[config.mk]
export PLATFORM = sky130hd
export DESIGN_NAME = alu_exec_unit
export DESIGN_NICKNAME = d
export VERILOG_FILES = /design/src/rtl/alu_exec_unit.sv
export SDC_FILE = /design/constraint.sdc
export NUM_CORES = 1
export LEC_CHECK = 0
export ABC_AREA = 0
export CAP_MARGIN = 20
export CORE_UTILIZATION = 35
export DETAILED_ROUTE_END_ITERATION = 8
export SYNTH_ARGS = -nofsm -noshare
export SYNTH_HDL_FRONTEND = slang
export SYNTH_SLANG_ARGS = --single-unit
[constraint.sdc]
create_clock -name CLK -period 16.17 [get_ports CLK]
set_input_delay 2.4255 -clock CLK [delete_from_list [all_inputs] [get_ports CLK]]
set_output_delay 2.4255 -clock CLK [all_outputs]
set_load 0.03 [all_outputs]
[src/rtl/alu_exec_unit.sv]
// Execute stage: barrel shifter, 32-bit data-processing ALU, registered result and NZCV flags.
// Optional macro ALU_REG_SHIFT_EN enables register-specified shift amounts (EX_IR[4]=1 -> Rs).
module alu_exec_unit (
   input  logic        CLK,
   input  logic        rst,
   input  logic [31:0] A,
   input  logic [31:0] b,
   input  logic [3:0]  ALUop,
   input  logic        s,
   input  logic [31:0] EX_IR,
   input  logic [7:0]  Rs,
   input  logic [31:0] Rm,
   input  logic        MSR,
   output logic [31:0] S,
   output logic        N,
   output logic        Z,
   output logic        C,
   output logic        V,
   output logic [31:0] ALUout,
   output logic        Nout,
   output logic        Zout,
   output logic        Cout,
   output logic        Vout
);

   logic [31:0] r_alu_out;
   logic [3:0]  r_flags;

   logic        w_reg_shift;
   logic [7:0]  w_amt;
   logic [1:0]  w_type;
   logic [31:0] w_op2;
   logic        w_shc;
   logic [32:0] w_lsl;
   logic [32:0] w_lsr;
   logic [32:0] w_asr;
   logic [31:0] w_ror;
   logic [31:0] w_x;
   logic [31:0] w_y;
   logic        w_cin;
   logic        w_arith;
   logic [32:0] w_sum;
   logic [31:0] w_res;
   logic        w_unused_bits;

`ifdef ALU_REG_SHIFT_EN
   assign w_reg_shift = EX_IR[4];
   assign w_unused_bits = ^{EX_IR[31:26], EX_IR[24:12], EX_IR[3:0], Rm[27:0]};
`else
   assign w_reg_shift = 1'b0;
   assign w_unused_bits = ^{EX_IR[31:26], EX_IR[24:12], EX_IR[4:0], Rm[27:0], Rs};
`endif

   assign w_amt  = w_reg_shift ? Rs : {3'b000, EX_IR[11:7]};
   assign w_type = EX_IR[6:5];

   // Extra bit on each side of the shifted value captures the last bit shifted out.
   assign w_lsl = {1'b0, b} << w_amt;
   assign w_lsr = {b, 1'b0} >> w_amt;
   assign w_asr = $signed({b, 1'b0}) >>> w_amt;
   assign w_ror = (b >> w_amt[4:0]) | (b << (6'd32 - {1'b0, w_amt[4:0]}));

   always_comb begin
      w_op2 = b;
      w_shc = Cout;
      if (!EX_IR[25]) begin
         if (w_amt == 8'd0) begin
            // Immediate amount 0 encodes LSR/ASR #32 and RRX; register amount 0 is a pass-through.
            if (!w_reg_shift) begin
               case (w_type)
                  2'b01:   begin w_op2 = 32'd0;         w_shc = b[31]; end
                  2'b10:   begin w_op2 = {32{b[31]}};   w_shc = b[31]; end
                  2'b11:   begin w_op2 = {Cout, b[31:1]}; w_shc = b[0]; end
                  default: begin w_op2 = b;             w_shc = Cout;  end
               endcase
            end
         end else begin
            case (w_type)
               2'b00: begin
                  if (w_amt < 8'd32)       begin w_op2 = w_lsl[31:0]; w_shc = w_lsl[32]; end
                  else if (w_amt == 8'd32) begin w_op2 = 32'd0;       w_shc = b[0];      end
                  else                     begin w_op2 = 32'd0;       w_shc = 1'b0;      end
               end
               2'b01: begin
                  if (w_amt < 8'd32)       begin w_op2 = w_lsr[32:1]; w_shc = w_lsr[0]; end
                  else if (w_amt == 8'd32) begin w_op2 = 32'd0;       w_shc = b[31];    end
                  else                     begin w_op2 = 32'd0;       w_shc = 1'b0;     end
               end
               2'b10: begin
                  if (w_amt < 8'd32) begin w_op2 = w_asr[32:1];   w_shc = w_asr[0]; end
                  else               begin w_op2 = {32{b[31]}};   w_shc = b[31];    end
               end
               default: begin
                  if (w_amt[4:0] == 5'd0) begin w_op2 = b;     w_shc = b[31];     end
                  else                    begin w_op2 = w_ror; w_shc = w_ror[31]; end
               end
            endcase
         end
      end
   end

   // All arithmetic ops reduce to x + y + cin; subtraction inverts the subtrahend.
   always_comb begin
      w_x     = A;
      w_y     = w_op2;
      w_cin   = 1'b0;
      w_arith = 1'b1;
      case (ALUop)
         4'h2, 4'hA: begin w_y = ~w_op2; w_cin = 1'b1; end
         4'h3:       begin w_x = w_op2; w_y = ~A; w_cin = 1'b1; end
         4'h4, 4'hB: begin w_cin = 1'b0; end
         4'h5:       begin w_cin = Cout; end
         4'h6:       begin w_y = ~w_op2; w_cin = Cout; end
         4'h7:       begin w_x = w_op2; w_y = ~A; w_cin = Cout; end
         default:    begin w_arith = 1'b0; end
      endcase
   end

   assign w_sum = {1'b0, w_x} + {1'b0, w_y} + {32'd0, w_cin};

   always_comb begin
      w_res = w_sum[31:0];
      case (ALUop)
         4'h0, 4'h8: w_res = A & w_op2;
         4'h1, 4'h9: w_res = A ^ w_op2;
         4'hC:       w_res = A | w_op2;
         4'hD:       w_res = w_op2;
         4'hE:       w_res = A & ~w_op2;
         4'hF:       w_res = ~w_op2;
         default:    w_res = w_sum[31:0];
      endcase
   end

   assign S = w_res;
   assign N = w_res[31];
   assign Z = (w_res == 32'd0);
   assign C = w_arith ? w_sum[32] : w_shc;
   assign V = w_arith ? ((w_x[31] == w_y[31]) && (w_sum[31] != w_x[31])) : Vout;

   always_ff @(posedge CLK or negedge rst) begin
      if (!rst) begin
         r_alu_out <= 32'd0;
         r_flags   <= 4'd0;
      end else begin
         r_alu_out <= w_res;
         if (MSR)
            r_flags <= Rm[31:28];
         else if (s || (ALUop[3:2] == 2'b10))
            r_flags <= {N, Z, C, V};
      end
   end

   assign ALUout = r_alu_out;
   assign Nout   = r_flags[3];
   assign Zout   = r_flags[2];
   assign Cout   = r_flags[1];
   assign Vout   = r_flags[0];

endmodule

# Word level (Yosys, flattened, before mapping)
# Cells that the tools add are included.
op_classes:
  addsub: 3
  n_lt_le_gt_ge: 1
  eq_ne: 21
  shifts: 5
  n_mux: 25
  bitwise_logic: 7
  reduce_logical: 16
ops:
  columns: ["operator", "count"]
  rows:
  - ["$mux W32", 7]
  - ["$pmux W32 S3", 2]
  - ["$pmux W32 S6", 1]
  - ["$and A32 B32 Y32", 2]
  - ["$not A32 Y32", 2]
  - ["$or A32 B32 Y32", 2]
  - ["$pmux W32 S2", 1]
  - ["$add A32 B32 Y33", 1]
  - ["$add A33 B1 Y33", 1]
  - ["$shl A32 B5 Y33", 1]
  - ["$shr A33 B5 Y33", 1]
  - ["$sshr A33 B5 Y33", 1]
  - ["$eq A4 B4 Y1 const B", 8]
  - ["$logic_not A32 Y1", 1]
  - ["$shl A32 B6 Y32", 1]
  - ["$shr A32 B5 Y32", 1]
  - ["$xor A32 B32 Y32", 1]
  - ["$eq A4 B3 Y1 const B", 4]
  - ["$mux W1", 9]
  - ["$reduce_or A3 Y1", 3]
  - ["$eq A4 B2 Y1 const B", 2]
  - ["$logic_not A8 Y1", 1]
  - ["$mux W4", 2]
  - ["$reduce_or A2 Y1", 4]
  - ["other kinds (16)", 19]
totals:
  register_bits: 36
  inputBits: 144
  out_inout_bits: 72
  word_cells: 80

# Longest topological paths before layout
logic_depth:
  word_depth: 16
  ltp_mapped: 35
  depth_no_buf: 27

# Worst setup path before layout
# Ideal clock, no wire load.
synth_path:
  path_kind: "in2out"
  start: "input port EX_IR[8]"
  end: "output port Z"
  t_arrival_ps: 9875
  required_time_ps: 13744
  slack_ps: 3870
  path_stages: 28
  n_path_buf: 7
  path_cell_list: "buf_2 inv_1 buf_1 buf_2 clkbuf_1 ha_1 clkbuf_1 inv_2 buf_1 clkbuf_1 mux4_2 a21boi_0 o22a_1 and3_1 mux2i_1 o21ai_0 ha_1 a21o_1 a31o_2 a221o_1 o21ai_0 o21ai_0 o41a_1 o211a_1 or4_1 nor4_1 nand4b_1 nor4_2"
synth_between:
  elab_chain_cells: 13
  word_cells_on_any_way: 28
  cone_classes: "add/sub: 3; order compare: 1; shift: 5; mux: 10; bitwise: 6; reduce/logical: 3"
synth_lines:
  columns: ["element", "line", "text"]
  rows:
  - ["start: declaration", "10", "input logic [31:0] EX_IR,"]
  - ["$sub A6 B5 Y6", "61", "assign w_ror = (b >> w_amt[4:0]) | (b << (6'd32 - {1'b0, w_amt[4:0]}));"]
  - ["$shl A32 B6 Y32", "61", null]
  - ["$or A32 B32 Y32", "61", null]
  - ["$mux W32", "94", "if (w_amt[4:0] == 5'd0) begin w_op2 = b; w_shc = b[31]; end"]
  - ["$pmux W32 S3", "78", "case (w_type)"]
  - ["$mux W32 (*)", "67", "if (w_amt == 8'd0) begin"]
  - ["$mux W32 (*)", "66", "if (!EX_IR[25]) begin"]
  - ["$not A32 Y32", null, null]
  - ["$pmux W32 S2", "108", "case (ALUop)"]
  - ["$add A32 B32 Y33", "119", "assign w_sum = {1'b0, w_x} + {1'b0, w_y} + {32'd0, w_cin};"]
  - ["$add A33 B1 Y33", "119", null]
  - ["$pmux W32 S6 (*)", "123", "case (ALUop)"]
  - ["net S[17]", "14", "output logic [31:0] S,"]
  - ["$logic_not A32 Y1 (*)", "136", "assign Z = (w_res == 32'd0);"]
  - ["end: declaration", "16", "output logic Z,"]
# Mark *: on every way through the listed nets, which the timed path passes. The rest lies on a longest branch.

# Worst setup path in the final report
layout_path:
  start: "input port EX_IR[7]"
  end: "output port Z"
layout_between:
  elab_chain_cells: 13
  word_cells_on_any_way: 28
  cone_classes: "add/sub: 3; order compare: 1; shift: 5; mux: 10; bitwise: 6; reduce/logical: 3"
layout_lines:
  columns: ["element", "line"]
  rows:
  - ["$sub A6 B5 Y6", "61"]
  - ["$shl A32 B6 Y32", "61"]
  - ["$or A32 B32 Y32", "61"]
  - ["$mux W32", "94"]
  - ["$pmux W32 S3", "78"]
  - ["$mux W32 (*)", "67"]
  - ["$mux W32 (*)", "66"]
  - ["$not A32 Y32", null]
  - ["$pmux W32 S2", "108"]
  - ["$add A32 B32 Y33", "119"]
  - ["$add A33 B1 Y33", "119"]
  - ["$pmux W32 S6 (*)", "123"]
  - ["$logic_not A32 Y1 (*)", "136"]
# Every way passes the cells marked *; elsewhere a longest branch is shown, timed or not.

==> reports/results.txt <==
Final nets = 2,310
Tightest Pin Transition = 1140 ps
Die area = 43,900 sq um
CTS root buffer = clkbuf_16
TritonCTS clock tree = done
Drt drc = 0
Largest net degree at the start of global routing = 88
Startpoint Class = input pin
Outcome = complete, no violations
Critical Path Sink Type = primary output
Clk Latency, worst-skew pair = 300 ps
Dpl hpwl = 71,900 um
Sequential element share of the synthesized area = 5.98%
Drt pass-1 iters = 8
Worst reg-to-reg path cell count = 18
CTS Buf Count = 5
Via count = 19,300
Iteration-0 DRC Markers = 3,018
Max-cap violations = 0
Hold worst-path end = r_flags[3]
Drt total wl = 97,200 um
Post-synth EDFFs = 0
Max Clock Freq = 0.0683 GHz
Min Tclk post-route = 14,640 ps
FF-to-FF Start = r_flags[1]
Worst hold path type = flip-flop to flip-flop
Vias in the first global route = 18,000
Worst-path clk slew = 50 ps
Die H = 209 um
Synth Instances = 2,036
Routed Antenna Nets = 0
Cell Area, Placed = 17,100 sq um
Row Count = 75
Ys async rst share = 100%
Crit share post-route = 90.5%
Area leader, netlist = mux2i_1
PwrDens = 69.4 nW/um^2
VDD IR-drop max = 0.0784 mV
Most frequent cells in the layout = nand2_1 (200), mux2i_1 (171), o21ai_0 (164)
Final Hold Fails = 0
Seq cells post-synth = 36
Synth warn = 0
First-pass GRT wire length = 136,000 um
Worst slack, placed = 1960 ps
Setup CP Type = input pin to primary output
Share of layout cells above drive strength 1 = 13.9%
Placer Congestion = 1.06
Largest cells by area after synthesis = mux2i_1 (11%), mux4_2 (11%), dfrtp_1 (6.0%)
Mean area per synthesized cell = 7.40 sq um
Setup TNS Final = 0 ps
Design area = 17,300 sq um
Most used DFF post-synth = dfrtp_1
CTS Buffer Depth = 2
Area of the core = 42,200 sq um
CP Data Arrival Time = 12,220 ps
Routed vias/inst = 7.34
Initial core utilization = 35.7%
Worst slew margin = 23.1%
Synth-to-layout area growth = 14.7%
Filler Cells Inserted = 4,364
Buffers on Ports = 155
I/O pins = 216
Die W = 209 um
Setup violations, final = 0
Max Clock Skew = 4.86 ps
Crit-path max FO = 60
Post-CTS setup buffers = 0
Most common cell after layout, fill and taps aside = nand2_1
R2r setup slk = 10,540 ps
Area share of the largest cell type after synthesis = 11.4%
Sink Count = 36
Routed length per instance = 36.9 um
Initial antenna violation count = 6
CP required = 13,740 ps
Final cell count without fillers = 2,635
GRT Util Overall = 43.2%
Total leakage power = 6.82 nW
Mapped Area = 15,100 sq um
Synthesized Nets = 2,252
RSZ-0062 raised after global routing = false
Distinct cell type count of the synthesized netlist = 101
Pins Over Slew Limit = 0
Worst hold stages = 2
Worst reg2reg path endpoint = r_flags[2]
Placed cells = 2,626
Worst hold path startpoint = r_flags[3]
CTS resizes = 0
Hold-fix buffer count after cts = 0
Total gr overflow = 0
H-tree levels = 2
Final setup margin = 1530 ps
## power by group
group,internal (W),switching (W)
registers,0.000115,0.00000752
clock network,0.0000647,0.0000397
logic,0.000350,0.000621
## cells in the mapped netlist (15+ instances only)
cell type,count
a211oi_1,41
a21o_1,22
a21oi_1,156
a22oi_1,18
a31oi_1,24
and2_1,23
buf_2,31
clkbuf_1,140
dfrtp_1,36
ha_1,70
inv_1,63
mux2_2,54
mux2i_1,171
mux4_2,72
nand2_1,200
nand2b_1,27
nand3_1,60
nor2_1,131
nor2b_1,18
nor3_1,43
o211ai_1,41
o21a_1,17
o21ai_0,164
o22ai_1,39
o31ai_1,15
## per-stage QoR
stage,power (W),hold slack [ps],util [%]
floorplan,0.000703,663,-
global placement,0.00106,470,40.5
detailed placement,0.00106,491,40.5
CTS,0.00117,503,40.9
global route,0.00124,518,40.9
finish,0.00120,498,40.9
## cell type report
cell class | count | area, sq um | area share, %
inverter | 69 | 259 | 1.50
tap | 539 | 674 | 3.90
antenna | 2 | 5.00 | 0.0290
clock buffer | 7 | 153 | 0.884
timing repair buffer | 252 | 2260 | 13.1
multi-input combinational | 1730 | 13000 | 75.4
sequential | 36 | 901 | 5.21
## layer usage
| layer | wire length (um) | share of wire [%] | global-route usage, % | vias to the layer above |
|---|---|---|---|---|
| li1 | - | - | - | 7981 |
| met1 | 39400 | 41 | 58.9 | 9527 |
| met2 | 39500 | 41 | 61.9 | 1553 |
| met3 | 13400 | 14 | 14.4 | 282 |
| met4 | 4840 | 5.0 | 17.5 | 6 |
| met5 | 86 | 0.088 | 1.00 | - |
## registers in the layout, summed over array words and instances, names as in the netlist
name / cells
ALUout: 32
r_flags: 4
## worst max-delay path: stages
cell and delay [ps]:
buf_6 480, inv_1 320, ha_1 950, inv_2 510
mux4_2 620, o221ai_1 720, nor3_1 220, o211ai_1 330
nand2_1 190, mux2i_1 170, o21ai_0 100, ha_1 430
nand3_1 100, o2bb2ai_1 440, a21oi_1 220, a31oi_1 580
a31oi_1 270, xnor2_1 180, a221oi_1 550, or4b_1 490
nor4_1 430, nand4b_1 330, nor4_2 370, clkdlybuf4s50_1 730
## cell families after synthesis
kind of cell               share of synthesized area [%]
muxes                                               26.4
xor gates and xnor gates                            1.34
adders and majority gates                           6.08
buffers and inverters                               7.95
and+or+nand+nor                                     19.4
DFF                                                 5.98
AOI/OAI and AO/OA                                   32.9
## worst max-delay path by stage
stage | cells past startpoint | to | from | slack [ps]
6_report | 24 | Z | EX_IR[7] | 1530
5_1_grt | 24 | Z | EX_IR[7] | 1170
3_3_place_gp | 24 | Z | EX_IR[7] | 2050
3_5_place_dp | 24 | Z | EX_IR[7] | 1960
4_1_cts | 24 | Z | EX_IR[7] | 1940
2_1_floorplan | 28 | Z | EX_IR[8] | 3870
Power figures use the tool's default switching activity.
